===== src/rtl/boot_monitor.sv =====
// boot_monitor: UART host loader that writes/reads cpu RAM and starts the cpu.
// Ports:
//   clk, rst                       clock and synchronous active-high reset
//   rx_byte, received              UART receive byte and its one-cycle strobe
//   tx_byte, transmit              byte to send and its one-cycle strobe
//   is_transmitting                UART busy flag
//   ram_waddr, ram_wdata, ram_we   RAM write port
//   ram_raddr, ram_rdata           RAM read port (registered, 1-cycle latency)
//   cpu_start, cpu_startaddr       cpu launch pulse and entry address
//   cpu_run                        cpu owns RAM and UART while high
//   cpu_halted                     cpu HLT pulse
module boot_monitor #(
    parameter int ADDR_WIDTH = 9
) (
    input  logic                  clk,
    input  logic                  rst,
    input  logic [7:0]            rx_byte,
    input  logic                  received,
    output logic [7:0]            tx_byte,
    output logic                  transmit,
    input  logic                  is_transmitting,
    output logic [ADDR_WIDTH-1:0] ram_waddr,
    output logic [7:0]            ram_wdata,
    output logic                  ram_we,
    output logic [ADDR_WIDTH-1:0] ram_raddr,
    input  logic [7:0]            ram_rdata,
    output logic                  cpu_start,
    output logic [ADDR_WIDTH-1:0] cpu_startaddr,
    output logic                  cpu_run,
    input  logic                  cpu_halted
);
    typedef enum logic [3:0] {IDLE, ADDRH, ADDRL, LEN, DATA, RDWAIT, RDCAP, TX, RUN} state_t;
    localparam logic [7:0] CMD_W = 8'h57;
    localparam logic [7:0] CMD_R = 8'h52;
    localparam logic [7:0] CMD_G = 8'h47;
    state_t state, state_n;
    logic [7:0] cmd, ahi;
    logic [ADDR_WIDTH-1:0] addr;
    logic [8:0] count;
    logic [15:0] full_addr;
    logic [ADDR_WIDTH-1:0] new_addr;
    logic known;
    assign full_addr = {ahi, rx_byte};
    assign new_addr = full_addr[ADDR_WIDTH-1:0];
    assign known = rx_byte == CMD_W || rx_byte == CMD_R || rx_byte == CMD_G;
    always_comb begin
        state_n = state;
        transmit = 1'b0;
        case (state)
            IDLE:    if (received) state_n = known ? ADDRH : TX;
            ADDRH:   if (received) state_n = ADDRL;
            ADDRL:   if (received) state_n = cmd == CMD_W ? LEN : cmd == CMD_R ? RDWAIT : RUN;
            LEN:     if (received) state_n = DATA;
            DATA:    if (received && count == 9'd1) state_n = TX;
            RDWAIT:  state_n = RDCAP;
            RDCAP:   state_n = TX;
            TX: begin
                // Strobe is combinational so it can never overlap a busy UART.
                transmit = !is_transmitting && !rst;
                if (!is_transmitting) state_n = IDLE;
            end
            RUN:     if (cpu_halted) state_n = TX;
            default: state_n = IDLE;
        endcase
    end
    always_ff @(posedge clk) begin
        if (rst) begin
            state <= IDLE;
            cmd <= '0;
            ahi <= '0;
            addr <= '0;
            count <= '0;
            tx_byte <= '0;
            ram_waddr <= '0;
            ram_wdata <= '0;
            ram_we <= 1'b0;
            ram_raddr <= '0;
            cpu_start <= 1'b0;
            cpu_startaddr <= '0;
            cpu_run <= 1'b0;
        end else begin
            state <= state_n;
            ram_we <= state == DATA && received;
            cpu_start <= state == ADDRL && received && cmd == CMD_G;
            case (state)
                IDLE: if (received) begin
                    cmd <= rx_byte;
                    if (!known) tx_byte <= 8'h3F;
                end
                ADDRH: if (received) ahi <= rx_byte;
                ADDRL: if (received) begin
                    addr <= new_addr;
                    if (cmd == CMD_R) ram_raddr <= new_addr;
                    if (cmd == CMD_G) begin
                        cpu_startaddr <= new_addr;
                        cpu_run <= 1'b1;
                    end
                end
                // A length byte of zero stands for a full 256-byte block.
                LEN: if (received) count <= rx_byte == 8'd0 ? 9'd256 : {1'b0, rx_byte};
                DATA: if (received) begin
                    ram_waddr <= addr;
                    ram_wdata <= rx_byte;
                    addr <= addr + 1'b1;
                    count <= count - 9'd1;
                    if (count == 9'd1) tx_byte <= 8'h2E;
                end
                RDCAP: tx_byte <= ram_rdata;
                RUN: if (cpu_halted) begin
                    cpu_run <= 1'b0;
                    tx_byte <= 8'h21;
                end
                default: ;
            endcase
        end
    end
endmodule


===== config.mk =====
export PLATFORM = sky130hd
export DESIGN_NAME = boot_monitor
export DESIGN_NICKNAME = d
export VERILOG_FILES = /design/src/rtl/boot_monitor.sv
export SDC_FILE = /design/constraint.sdc
export NUM_CORES = 1
export LEC_CHECK = 0
export ABC_CLOCK_PERIOD_IN_PS = 2200
export CAP_MARGIN = 15
export CELL_PAD_IN_SITES_DETAIL_PLACEMENT = 0
export CELL_PAD_IN_SITES_GLOBAL_PLACEMENT = 1
export CORE_MARGIN = 1.5
export CORE_UTILIZATION = 39
export DETAILED_ROUTE_END_ITERATION = 10
export PLACE_DENSITY_LB_ADDON = 0.12
export SKIP_CTS_REPAIR_TIMING = 1
export SYNTH_ARGS = -nofsm -noshare
export SYNTH_HDL_FRONTEND = slang
export SYNTH_SLANG_ARGS = --single-unit

===== constraint.sdc =====
create_clock -name clk -period 2.2 [get_ports clk]
set_input_delay 0.44 -clock clk [delete_from_list [all_inputs] [get_ports clk]]
set_output_delay 0.44 -clock clk [all_outputs]
set_load 0.05 [all_outputs]

# Word-level counts from Yosys, hierarchy flattened
# Cells that the tools add are included.
[word_totals]
output_inout_bits = 47
romBits = 0
inputBits = 21
ramBits = 0
memories = 0
reg_bits = 77
latchBits = 0
[op_classes]
multipliers = 0
n_eq_ne = 26
div = 0
add_sub_neg = 2
n_reduce_logical = 25
order_cmp = 0
shift = 0
n_mux = 29
n_bitwise = 0
[op_table]
columns = ["operator", "count"]
rows = [
  ["$eq A8 B7 Y1 const B", 6],
  ["$mux W9", 5],
  ["$mux W8", 5],
  ["$mux W4", 9],
  ["$pmux W4 S9", 1],
  ["$pmux W9 S2", 2],
  ["$pmux W8 S4", 1],
  ["$ne A2 B2 Y1 const B", 10],
  ["$eq A4 B3 Y1 const B", 4],
  ["$reduce_and A3 Y1", 4],
  ["$add A9 B1 Y9 const B", 1],
  ["$eq A9 B1 Y1 const B", 1],
  ["$sub A9 B1 Y9 const B", 1],
  ["$eq A4 B2 Y1 const B", 2],
  ["$logic_not A8 Y1", 1],
  ["$reduce_and A7 Y1", 1],
  ["$reduce_and A2 Y1", 3],
  ["$reduce_and A6 Y1", 1],
  ["$reduce_bool A2 Y1", 3],
  ["$logic_and A1 B1 Y1", 5],
  ["$eq A4 B1 Y1 const B", 1],
  ["$eq A4 B4 Y1 const B", 1],
  ["$logic_not A4 Y1", 1],
  ["$mux W1", 4],
  ["other kinds (7)", 9],
]

# Longest topological paths before layout
# Gate-level depths: netlist of run 1.
[logic_depth]
ltp_word = 6
mapped_depth = 8
mapped_depth_nobuf = 7

# Least setup slack after synthesis of run 1
# No wires, ideal clock.
[synth_timing]
path_kind = "reg-to-output"
start = "register state[1]"
end = "output port transmit"
stages_incl_launch_ff = 5
t_required_ns = 1.760
path_slack_ns = -0.778
t_arrival_ns = 2.538
path_buffers = 2
cell_sequence = "dfxtp_1 > buf_2 > clkbuf_1 > nand2_1 > nor4b_1"
[synth_between]
elab_chain_cells = 2
[synth_lines]
columns = ["element", "line", "text"]
rows = [
  ["from (decl)", "36", "state_t state, state_n;"],
  ["from (signal assigned)", "82", "state <= state_n;"],
  ["$eq A4 B3 Y1", "49", "case (state)"],
  ["$mux W1", "49", ""],
  ["to (decl)", "20", "output logic transmit,"],
]
# No other way between the ends.

# Final worst setup path of run 1
[layout_timing]
start = "register count[0]"
end = "register count[7]"
[layout_between]
elab_chain_cells = 3
[layout_lines]
columns = ["element", "line", "text"]
rows = [
  ["from (decl)", "39", "logic [8:0] count;"],
  ["from (signal assigned)", "100", "LEN: if (received) count <= rx_byte == 8'd0 ? 9'd256 : {1'b0, rx_byte};"],
  ["from (signal assigned)", "105", "count <= count - 9'd1;"],
  ["$sub A9 B1 Y9", "105", ""],
  ["$mux W9", "101", "DATA: if (received) begin"],
  ["$pmux W9 S2", "85", "case (state)"],
]
# No other way between the ends. The select of a mux whose other input is x is not followed.
# A chain may end at the register's enable or synchronous reset.

==> results.txt, run 1 <==
post-route ant nets: 0
drt first-iter violations: 116
number of global-route vias before repair: 3353
Final HPWL DP: 7210 um
Primary FF master, synth: dfxtp_1
drt pass-1 iters: 5
CTS max path bufs: 2
vias post-DR: 3484
worst hold-check path type: reg2reg
n_diodes: 0
CTS tree: built
IO buf count: 67
commonest non-fill, non-tap cell in the layout: dfxtp_1
Total Routing Usage GR: 21.9%
core area: 9150 um^2
Final Max Slew Viols: 0
Non-Filler Instances: 640
Remaining Overflow, GRT: 0
Synth Net Count: 463
FILL cells: 860
Die Wd: 99.6 um
Clk Latency, worst-skew pair: 370 ps
Post-synth EDFFs: 0
Fin. Hold Viols: 0
asr flop ratio synth: 0%
Slew HR: 61.5%
post-synthesis sequential area ratio: 42.3%
Routed WL: 10200 um
DIE AREA: 9930 um^2
WP data arrival: 2300 ps
routability cong.: 0.791
FP Rows: 35
P&R area growth vs syn: 33.9%
Post-Syn Area: 3640 um^2
Worst Setup Start Kind: flip-flop
IO Pins: 68
yosys warns: 0
RSZ-0062 raised after global routing: no
fmax: 482 MHz
nets: 548
H-tree Lvls: 3
max-capacitance violation count: 0
share of layout cells above drive strength 1: 13.2%
Via density: 5.44
initial antenna violation count: 0
Worst Max-Slew Pin Slew: 577 ps
Syn Inst Count: 439
post-layout minimum cycle time: 2070 ps
status: completed
Clock transition at path regs: 80 ps
peak fanout along the critical path: 6
Setup Viol. Count Final: 0
clock sinks: 77
CP required: 2420 ps
final period utilization: 94.3%
maximum VDD drop: 0.000354 V
Initial Util: 39.8%
largest net degree at the start of global routing: 52
Worst Setup End Kind: flip-flop
Syn Area/Cell: 8.30 um^2
clock skew: 12.6 ps
clock buffer count from CTS: 9
Root Driver: clkbuf_8
total power: 5030 uW
Distinct cells, synth: 56
flops & latches, synth: 77
Avg WL per Cell: 16.0 um
placed instance count: 624
DRC: 0
P_leak: 0.00186 uW
Pwr Density: 1030 nW/um^2
first-pass GRT wire length: 17000 um
commonest non-fill, non-tap cells in the layout: dfxtp_1, clkdlybuf4s50_1, nand2_1
CP Class: reg2reg
Die Ht: 99.6 um
power breakdown:
part	total (uW)	internal, uW	switching [uW]
Combinational	1990	812	1180
Clock	1270	680	588
Sequential	1770	1590	182
Total	5030	3080	1950
metal layers:
metal / global-route usage (%) / up-vias / share of wire, %
li1: - / 1715 / -
met1: 29.8 / 1645 / 48
met2: 33.6 / 112 / 44
met3: 5.41 / 12 / 6.3
met4: 8.13 / 0 / 1.4
met5: 0 / - / 0
final timing paths:
path | cells after the start | endpoint | slack (ps) | from
setup reg to reg | 5 | count[7] | 130 | count[0]
setup / recovery | 5 | count[7] | 130 | count[0]
hold / removal | 2 | tx_byte[5] | 450 | tx_byte[5]
hold reg to reg | 2 | tx_byte[5] | 450 | tx_byte[5]
worst max-delay path, cell delays in order, from the launching register on:
cell and delay (ps):
dfxtp_1 380, or4_1 600, or4_1 470, and2_1 180
o21ai_0 190, a21oi_1 110
cell usage after synthesis (2+ instances only):
| library cell | number | area share, % |
|---|---|---|
| nor4_1 | 5 | 0.86 |
| nand2_1 | 58 | 6.0 |
| dfxtp_1 | 77 | 42 |
| o31ai_1 | 3 | 0.62 |
| o21ai_0 | 30 | 4.1 |
| nor3b_1 | 8 | 1.6 |
| clkbuf_1 | 16 | 1.6 |
| nand3b_1 | 4 | 0.82 |
| and3_1 | 3 | 0.52 |
| a21o_1 | 4 | 0.82 |
| mux2i_1 | 27 | 7.4 |
| or4_1 | 4 | 0.82 |
| a221oi_1 | 4 | 0.96 |
| and2_1 | 3 | 0.52 |
| ha_1 | 3 | 1.0 |
| nand3_1 | 10 | 1.4 |
| or3_1 | 3 | 0.52 |
| nor4b_1 | 2 | 0.48 |
| and3b_1 | 2 | 0.48 |
| a21oi_1 | 40 | 5.5 |
| inv_1 | 11 | 1.1 |
| a311oi_1 | 4 | 0.96 |
| a32o_1 | 3 | 0.82 |
| nor3_1 | 3 | 0.41 |
| nand4_1 | 4 | 0.69 |
| nor2_1 | 55 | 5.7 |
| a211oi_1 | 5 | 1.0 |
| a31oi_1 | 4 | 0.69 |
| nor2b_1 | 4 | 0.69 |
| buf_2 | 11 | 1.5 |
| xnor2_1 | 2 | 0.48 |
| buf_6 | 3 | 0.93 |
sequential cells by signal, summed over array words and instances (netlist names):
signal         count
addr               9
ahi                1
cmd                8
count              9
cpu_run            1
cpu_start          1
cpu_startaddr      9
ram_raddr          9
ram_waddr          9
ram_wdata          8
ram_we             1
state              4
tx_byte            8
metrics by stage:
step / TNS, ps / area, um^2 / setup WS, ps / hold WS [ps] / util, %
after floorplan: 0 / 3660 / 196 / 432 / -
after global routing: 0 / 4880 / 33.6 / 475 / 53.3
after CTS: 0 / 4860 / 51.1 / 453 / 53.1
after global placement: -1290 / 4630 / -181 / 435 / 50.6
after detailed placement: -1490 / 4630 / -213 / 441 / 50.6
final: 0 / 4880 / 126 / 448 / 53.3
final cells by class:
class,instances,area [um^2],share of cell area (%)
clock buffer,10,138,2.82
clock inverter,6,95.1,1.95
inverter,11,41.3,0.847
multi-input combinational,320,1930,39.7
sequential,77,1540,31.6
tap,111,139,2.85
timing repair buffer,105,986,20.2
logic make-up (layout without fill, tap and decap cells):
group / Yosys count / in the layout / synth area share [%]
muxes: 27 / 27 / 7.42
DFF: 77 / 77 / 42.3
and+or+nand+nor: 182 / 182 / 25.7
xor gates and xnor gates: 3 / 3 / 0.722
buffers and inverters: 42 / 132 / 5.43
AOI/OAI and AO/OA: 105 / 105 / 17.4
adders and majority gates: 3 / 3 / 1.03
(Power assumes the default switching activity.)
==> inputs of run 2 (changes only) <==
--- a/config.mk
+++ b/config.mk
@@ -5,13 +5,14 @@
 export SDC_FILE = /design/constraint.sdc
 export NUM_CORES = 1
 export LEC_CHECK = 0
-export ABC_CLOCK_PERIOD_IN_PS = 2200
+export ABC_CLOCK_PERIOD_IN_PS = 1700
 export CAP_MARGIN = 15
 export CELL_PAD_IN_SITES_DETAIL_PLACEMENT = 0
 export CELL_PAD_IN_SITES_GLOBAL_PLACEMENT = 1
-export CORE_MARGIN = 1.5
-export CORE_UTILIZATION = 39
+export CORE_MARGIN = 4
+export CORE_UTILIZATION = 35
 export DETAILED_ROUTE_END_ITERATION = 10
+export HOLD_SLACK_MARGIN = 0.15
 export PLACE_DENSITY_LB_ADDON = 0.12
 export SKIP_CTS_REPAIR_TIMING = 1
 export SYNTH_ARGS = -nofsm -noshare
==> constraint.sdc (replaced) <==
create_clock -name clk -period 1.7 [get_ports clk]
set_input_delay 0.34 -clock clk [delete_from_list [all_inputs] [get_ports clk]]
set_output_delay 0.34 -clock clk [all_outputs]
set_load 0.05 [all_outputs]
==> run 2 against run 1 <==
The flow now finishes with violations (setup timing). Combinational power is 81% higher. Largest cell class unchanged. Utilization is 1.9 points higher. Die area is 22% higher. Critical endpoint is now transmit. Non-clock buffer count is 51 higher. Register-to-register slack worse by 270 ps. Critical path depth is 1 higher. Highest routed layer unchanged. Final cell count is 11% higher. Routed wire length is 9.0% higher.
==> results.txt, run 2 (synthesis gave the netlist of run 1 again) <==
failing checks: setup timing
FF/Latch Area: 1550 um^2 (+0.16%)
RSZ-0062 raised after global routing: yes
critical path cell sequence: buf_8, buf_6, nor2b_4, buf_6, nor4b_4, buf_12
Setup Viol. Count Final: 38 (+38)
cell internal pwr: 4830 uW (+57%)
clock power share: 22.9% (-2.3 points)
Avg WL per Cell: 15.7 um (-2.2%)
CTS tree: built
final period utilization: 111%
Via density: 5.17 (-5.1%)
placed instance count: 680 (+9.0%)
Worst Setup Start Kind: flip-flop
worst hold-check path type: in2reg
share of layout cells above drive strength 1: 34.5% (+21 points)
Initial Util: 36.6% (-3.2 points)
IO buf count: 67 (unchanged)
drt pass-1 iters: 4 (-1)
maximum VDD drop: 0.000552 V (+56%)
drt first-iter violations: 155 (+34%)
Die Ht: 110 um (+10%)
Clock transition at path regs: 80 ps (about the same)
clock buffer count from CTS: 9 (unchanged)
Clk Latency, worst-skew pair: 350 ps (-20 ps)
clock sinks: 77 (unchanged)
Worst Setup End Kind: output pin
Comb power frac: 47.3% (+7.8 points)
Core Util, Final: 55.2% (+1.9 points)
post-layout minimum cycle time: 1890 ps
cell mode on critical path: buf_6
P&R area growth vs syn: 50.9%
largest net degree at the start of global routing: 35 (-33%)
worst-case reg-to-reg path depth: 6 (+1)
Slew HR: 73.2% (+12 points)
reg2reg setup slack: -140 ps (-270 ps)
clock skew: 8.44 ps (-4.20 ps)
Net Sw Frac: 36.6% (-2.1 points)
FILL cells: 940 (+9.3%)
Multi-input gate area: 2110 um^2 (+9.2%)
core area: 9950 um^2 (+8.8%)
hold endpoint: ram_raddr[4]
Final HPWL DP: 7770 um (+7.8%)
DIE AREA: 12100 um^2 (+22%)
Remaining Overflow, GRT: 0 (unchanged)
vias post-DR: 3685 (+5.8%)
Fin. Hold Viols: 0 (unchanged)
Root Driver: clkbuf_8
commonest non-fill, non-tap cells in the layout: buf_4, dfxtp_1, nand2_1
Final Max Slew Viols: 0 (unchanged)
Pwr Density: 1390 nW/um^2 (+35%)
CP max stage delay: 340 ps (-260 ps)
CP Class: reg2out
Total Routing Usage GR: 18.4% (-3.5 points)
worst reg2reg path startpoint: state[0]
H-tree Lvls: 3 (unchanged)
hold path start: rx_byte[4]
IO Pins: 68 (unchanged)
TNS Setup: -2270 ps (-2270 ps)
CP required: 1360 ps (-1060 ps)
number of global-route vias before repair: 3379 (+0.78%)
FP Rows: 36 (+2.9%)
P_sw: 2790 uW (+43%)
DRC: 0 (unchanged)
WP data arrival: 1550 ps (-750 ps)
Reg power frac: 29.8% (-5.4 points)
peak fanout along the critical path: 7 (+1)
Worst Max-Slew Pin Slew: 398 ps (-179 ps)
post-route ant nets: 0 (unchanged)
routability cong.: 0.828 (+4.6%)
Die Wd: 110 um (+10%)
first-pass GRT wire length: 17100 um (+1.0%)
commonest non-fill, non-tap cell in the layout: buf_4
Routed WL: 11200 um (+9.0%)
Non-Filler Instances: 713 (+11%)
P_leak: 0.00235 uW (+26%)
n_diodes: 0 (unchanged)
reg2reg end: tx_byte[3]
post-route setup slack: -191 ps (-317 ps)
Worst Hold Depth: 4 (+2)
slowest CP cell: dfxtp_2
initial antenna violation count: 0 (unchanged)
fmax: 529 MHz
nets: 599 (+9.3%)
status: finished with violations
CTS max path bufs: 2 (unchanged)
max-capacitance violation count: 0 (unchanged)
[run 2: layout make-up]
cell class	count	area share (%)
multi-input cells	320	38.4
well taps	133	3.03
inverters	11	0.751
repair buffers	156	25.2
clock inverters	5	1.96
flip-flops and latches	77	28.1
clock buffers	11	2.57
[run 2: worst max path at each step]
stage               start         end  slack (ps)  cells past startpoint
2_1_floorplan  rx_byte[0]  tx_byte[4]         -50                      6
3_3_place_gp   rx_byte[7]  tx_byte[4]        -580                      6
3_5_place_dp   rx_byte[7]  tx_byte[3]        -610                      6
4_1_cts          state[3]    transmit        -430                      6
5_1_grt          state[3]    transmit        -290                      6
6_report         state[3]    transmit        -190                      6
[run 2: critical path: cells and delay by family, from the launching register on]
kind | cells | cell delay, ps
buf+inv | 4 | 530
flops | 1 | 340
simple gates | 2 | 350
[run 2: through the flow]
stage	area (um^2)	hold slack, ps	setup WS (ps)	power [uW]
2_1_floorplan	3690	432	-45.5	4150
3_3_place_gp	4850	436	-578	5350
3_5_place_dp	4850	439	-605	5380
4_1_cts	5100	452	-432	7140
5_1_grt	5500	424	-294	8080
6_report	5500	422	-191	7620
[run 2: metal layers]
metal | part of all wire [%] | vias to the layer above | track usage [%] | wire length [um]
met5 | 0 | - | 0 | 0
met2 | 44 | 86 | 27.5 | 4890
met3 | 5.5 | 14 | 4.02 | 619
li1 | - | 1824 | - | -
met4 | 1.5 | 0 | 6.77 | 165
met1 | 49 | 1761 | 25.9 | 5480
[run 2: power groups by stage]
stage | registers, uW | clock network [uW] | logic [uW]
after floorplan | 2540 | 0 | 1600
after global placement | 2290 | 0 | 3060
after detailed placement | 2290 | 0 | 3090
after CTS | 2250 | 1780 | 3100
after global routing | 2310 | 1860 | 3900
final | 2270 | 1750 | 3610
==> inputs of run 3 (changes only) <==
--- a/config.mk
+++ b/config.mk
@@ -5,12 +5,12 @@
 export SDC_FILE = /design/constraint.sdc
 export NUM_CORES = 1
 export LEC_CHECK = 0
-export ABC_CLOCK_PERIOD_IN_PS = 1700
+export ABC_CLOCK_PERIOD_IN_PS = 2400
 export CAP_MARGIN = 15
 export CELL_PAD_IN_SITES_DETAIL_PLACEMENT = 0
 export CELL_PAD_IN_SITES_GLOBAL_PLACEMENT = 1
 export CORE_MARGIN = 4
-export CORE_UTILIZATION = 35
+export CORE_UTILIZATION = 41
 export DETAILED_ROUTE_END_ITERATION = 10
 export HOLD_SLACK_MARGIN = 0.15
 export PLACE_DENSITY_LB_ADDON = 0.12
==> constraint.sdc (replaced) <==
create_clock -name clk -period 2.4 [get_ports clk]
set_input_delay 0.48 -clock clk [delete_from_list [all_inputs] [get_ports clk]]
set_output_delay 0.48 -clock clk [all_outputs]
set_load 0.05 [all_outputs]
==> run 3 against run 2 <==
The flow now finishes without violations. Clock skew increased by 8.5 ps. Sequential power decreased by 27%. Sequential share of layout area increased by 4.4 points. Combinational power decreased by 51%. Largest power group unchanged. Setup slack improved by 390 ps. Critical endpoint unchanged. Non-clock buffer count decreased by 57. Register-to-register slack improved by 460 ps. Global-route usage increased by 1.6 points. Critical path depth decreased by 3.
==> results.txt, run 3 (synthesis gave the netlist of run 1 again) <==
status: completed
core area: 8680 um^2 (-13%)
post-layout minimum cycle time: 2200 ps
DRC: 0 (unchanged)
slowest CP cell: dfxtp_1
nets: 542 (-9.5%)
fmax: 454 MHz
Routed WL: 10100 um (-9.6%)
Fin. Hold Viols: 0 (unchanged)
Clock transition at path regs: 100 ps (+20 ps)
clock sinks: 77 (unchanged)
drt pass-1 iters: 4 (unchanged)
RSZ-0062 raised after global routing: no
Total Routing Usage GR: 20.0% (+1.6 points)
Setup Viol. Count Final: 0 (-100%)
H-tree Lvls: 3 (unchanged)
Final Max Slew Viols: 0 (unchanged)
max-capacitance violation count: 0 (unchanged)
Die Ht: 102 um (-7.1%)
share of layout cells above drive strength 1: 11.7% (-23 points)
clock skew: 17.0 ps (+8.52 ps)
CP Class: reg2out
IO buf count: 67 (unchanged)
Final HPWL DP: 7090 um (-8.8%)
clock buffer count from CTS: 9 (unchanged)
Avg WL per Cell: 16.0 um (+2.2%)
CTS max path bufs: 2 (unchanged)
commonest non-fill, non-tap cells in the layout: dfxtp_1, clkdlybuf4s50_1, nand2_1
P&R area growth vs syn: 30.4%
final period utilization: 91.9%
Slew HR: 56.2% (-17 points)
Multi-input gate area: 1910 um^2 (-9.4%)
Die Wd: 102 um (-7.1%)
IO Pins: 68 (unchanged)
largest net degree at the start of global routing: 42 (+20%)
commonest non-fill, non-tap cell in the layout: dfxtp_1
FP Rows: 34 (-5.6%)
Clk Latency, worst-skew pair: 360 ps (about the same)
Worst Setup End Kind: output pin
CTS tree: built
number of global-route vias before repair: 3103 (-8.2%)
Root Driver: clkbuf_8
Pwr Density: 924 nW/um^2 (-33%)
vias post-DR: 3380 (-8.3%)
CP required: 1920 ps (+560 ps)
Worst Max-Slew Pin Slew: 655 ps (+257 ps)
initial antenna violation count: 0 (unchanged)
peak fanout along the critical path: 10 (+3)
Remaining Overflow, GRT: 0 (unchanged)
worst hold-check path type: reg2reg
total power: 4390 uW (-42%)
Initial Util: 42.0% (+5.4 points)
post-route ant nets: 0 (unchanged)
drt first-iter violations: 146 (-5.8%)
TNS Setup: 0 ps (+2270 ps)
DIE AREA: 10500 um^2 (-14%)
Worst Setup Start Kind: flip-flop
FF/Latch Area: 1540 um^2 (-0.16%)
routability cong.: 0.818 (-1.2%)
n_diodes: 0 (unchanged)
maximum VDD drop: 0.000372 V (-33%)
WP data arrival: 1720 ps (+170 ps)
critical path cell sequence: nor2b_1, nor4b_2, buf_12
first-pass GRT wire length: 16300 um (-4.8%)
FILL cells: 853 (-9.3%)
CP max stage delay: 550 ps (+210 ps)
P_leak: 0.00180 uW (-23%)
Via density: 5.36 (+3.6%)
## run 3: worst max-delay path: cells and delay by family, from the launching register on
kind,cells,cell delay (ps)
flops,1,550
simple gates,2,630
buf+inv,1,180
## run 3: where the power goes
group	internal, uW	total [uW]	switching [uW]
clock	403	972	569
combinational	727	1770	1040
sequential	1460	1650	190
## run 3: layout make-up
| type | instances | share of cell area (%) |
|---|---|---|
| inverters | 11 | 0.869 |
| clock buffers | 9 | 2.61 |
| well taps | 108 | 2.84 |
| multi-input cells | 320 | 40.3 |
| flip-flops and latches | 77 | 32.5 |
| clock inverters | 7 | 1.37 |
| repair buffers | 99 | 19.5 |
## run 3: worst paths after layout
kind | end | from | slack, ps | cells past startpoint
setup / recovery | transmit | state[0] | 200 | 3
hold / removal | tx_byte[5] | tx_byte[5] | 450 | 2
setup reg to reg | tx_byte[3] | count[0] | 320 | 6
hold reg to reg | tx_byte[5] | tx_byte[5] | 450 | 2
## run 3: metrics by stage
stage / cell area [um^2] / hold WS [ps] / instances / worst slack [ps] / util [%]
after floorplan: 3650 / 432 / 439 / 66.0 / -
after global routing: 4750 / 481 / 631 / 71.4 / 54.7
after global placement: 4560 / 436 / 615 / -33.6 / 52.6
after CTS: 4750 / 455 / 631 / 109 / 54.7
final: 4750 / 453 / 631 / 195 / 54.7
after detailed placement: 4560 / 438 / 615 / -144 / 52.6
## run 3: routing by layer
layer | share of wire, % | vias up | GRT usage (%)
met1 | 50 | 1557 | 29.8
li1 | - | 1712 | -
met3 | 6.8 | 5 | 5.87
met2 | 43 | 106 | 28.6
met5 | 0 | - | 0
met4 | 0.69 | 0 | 3.94
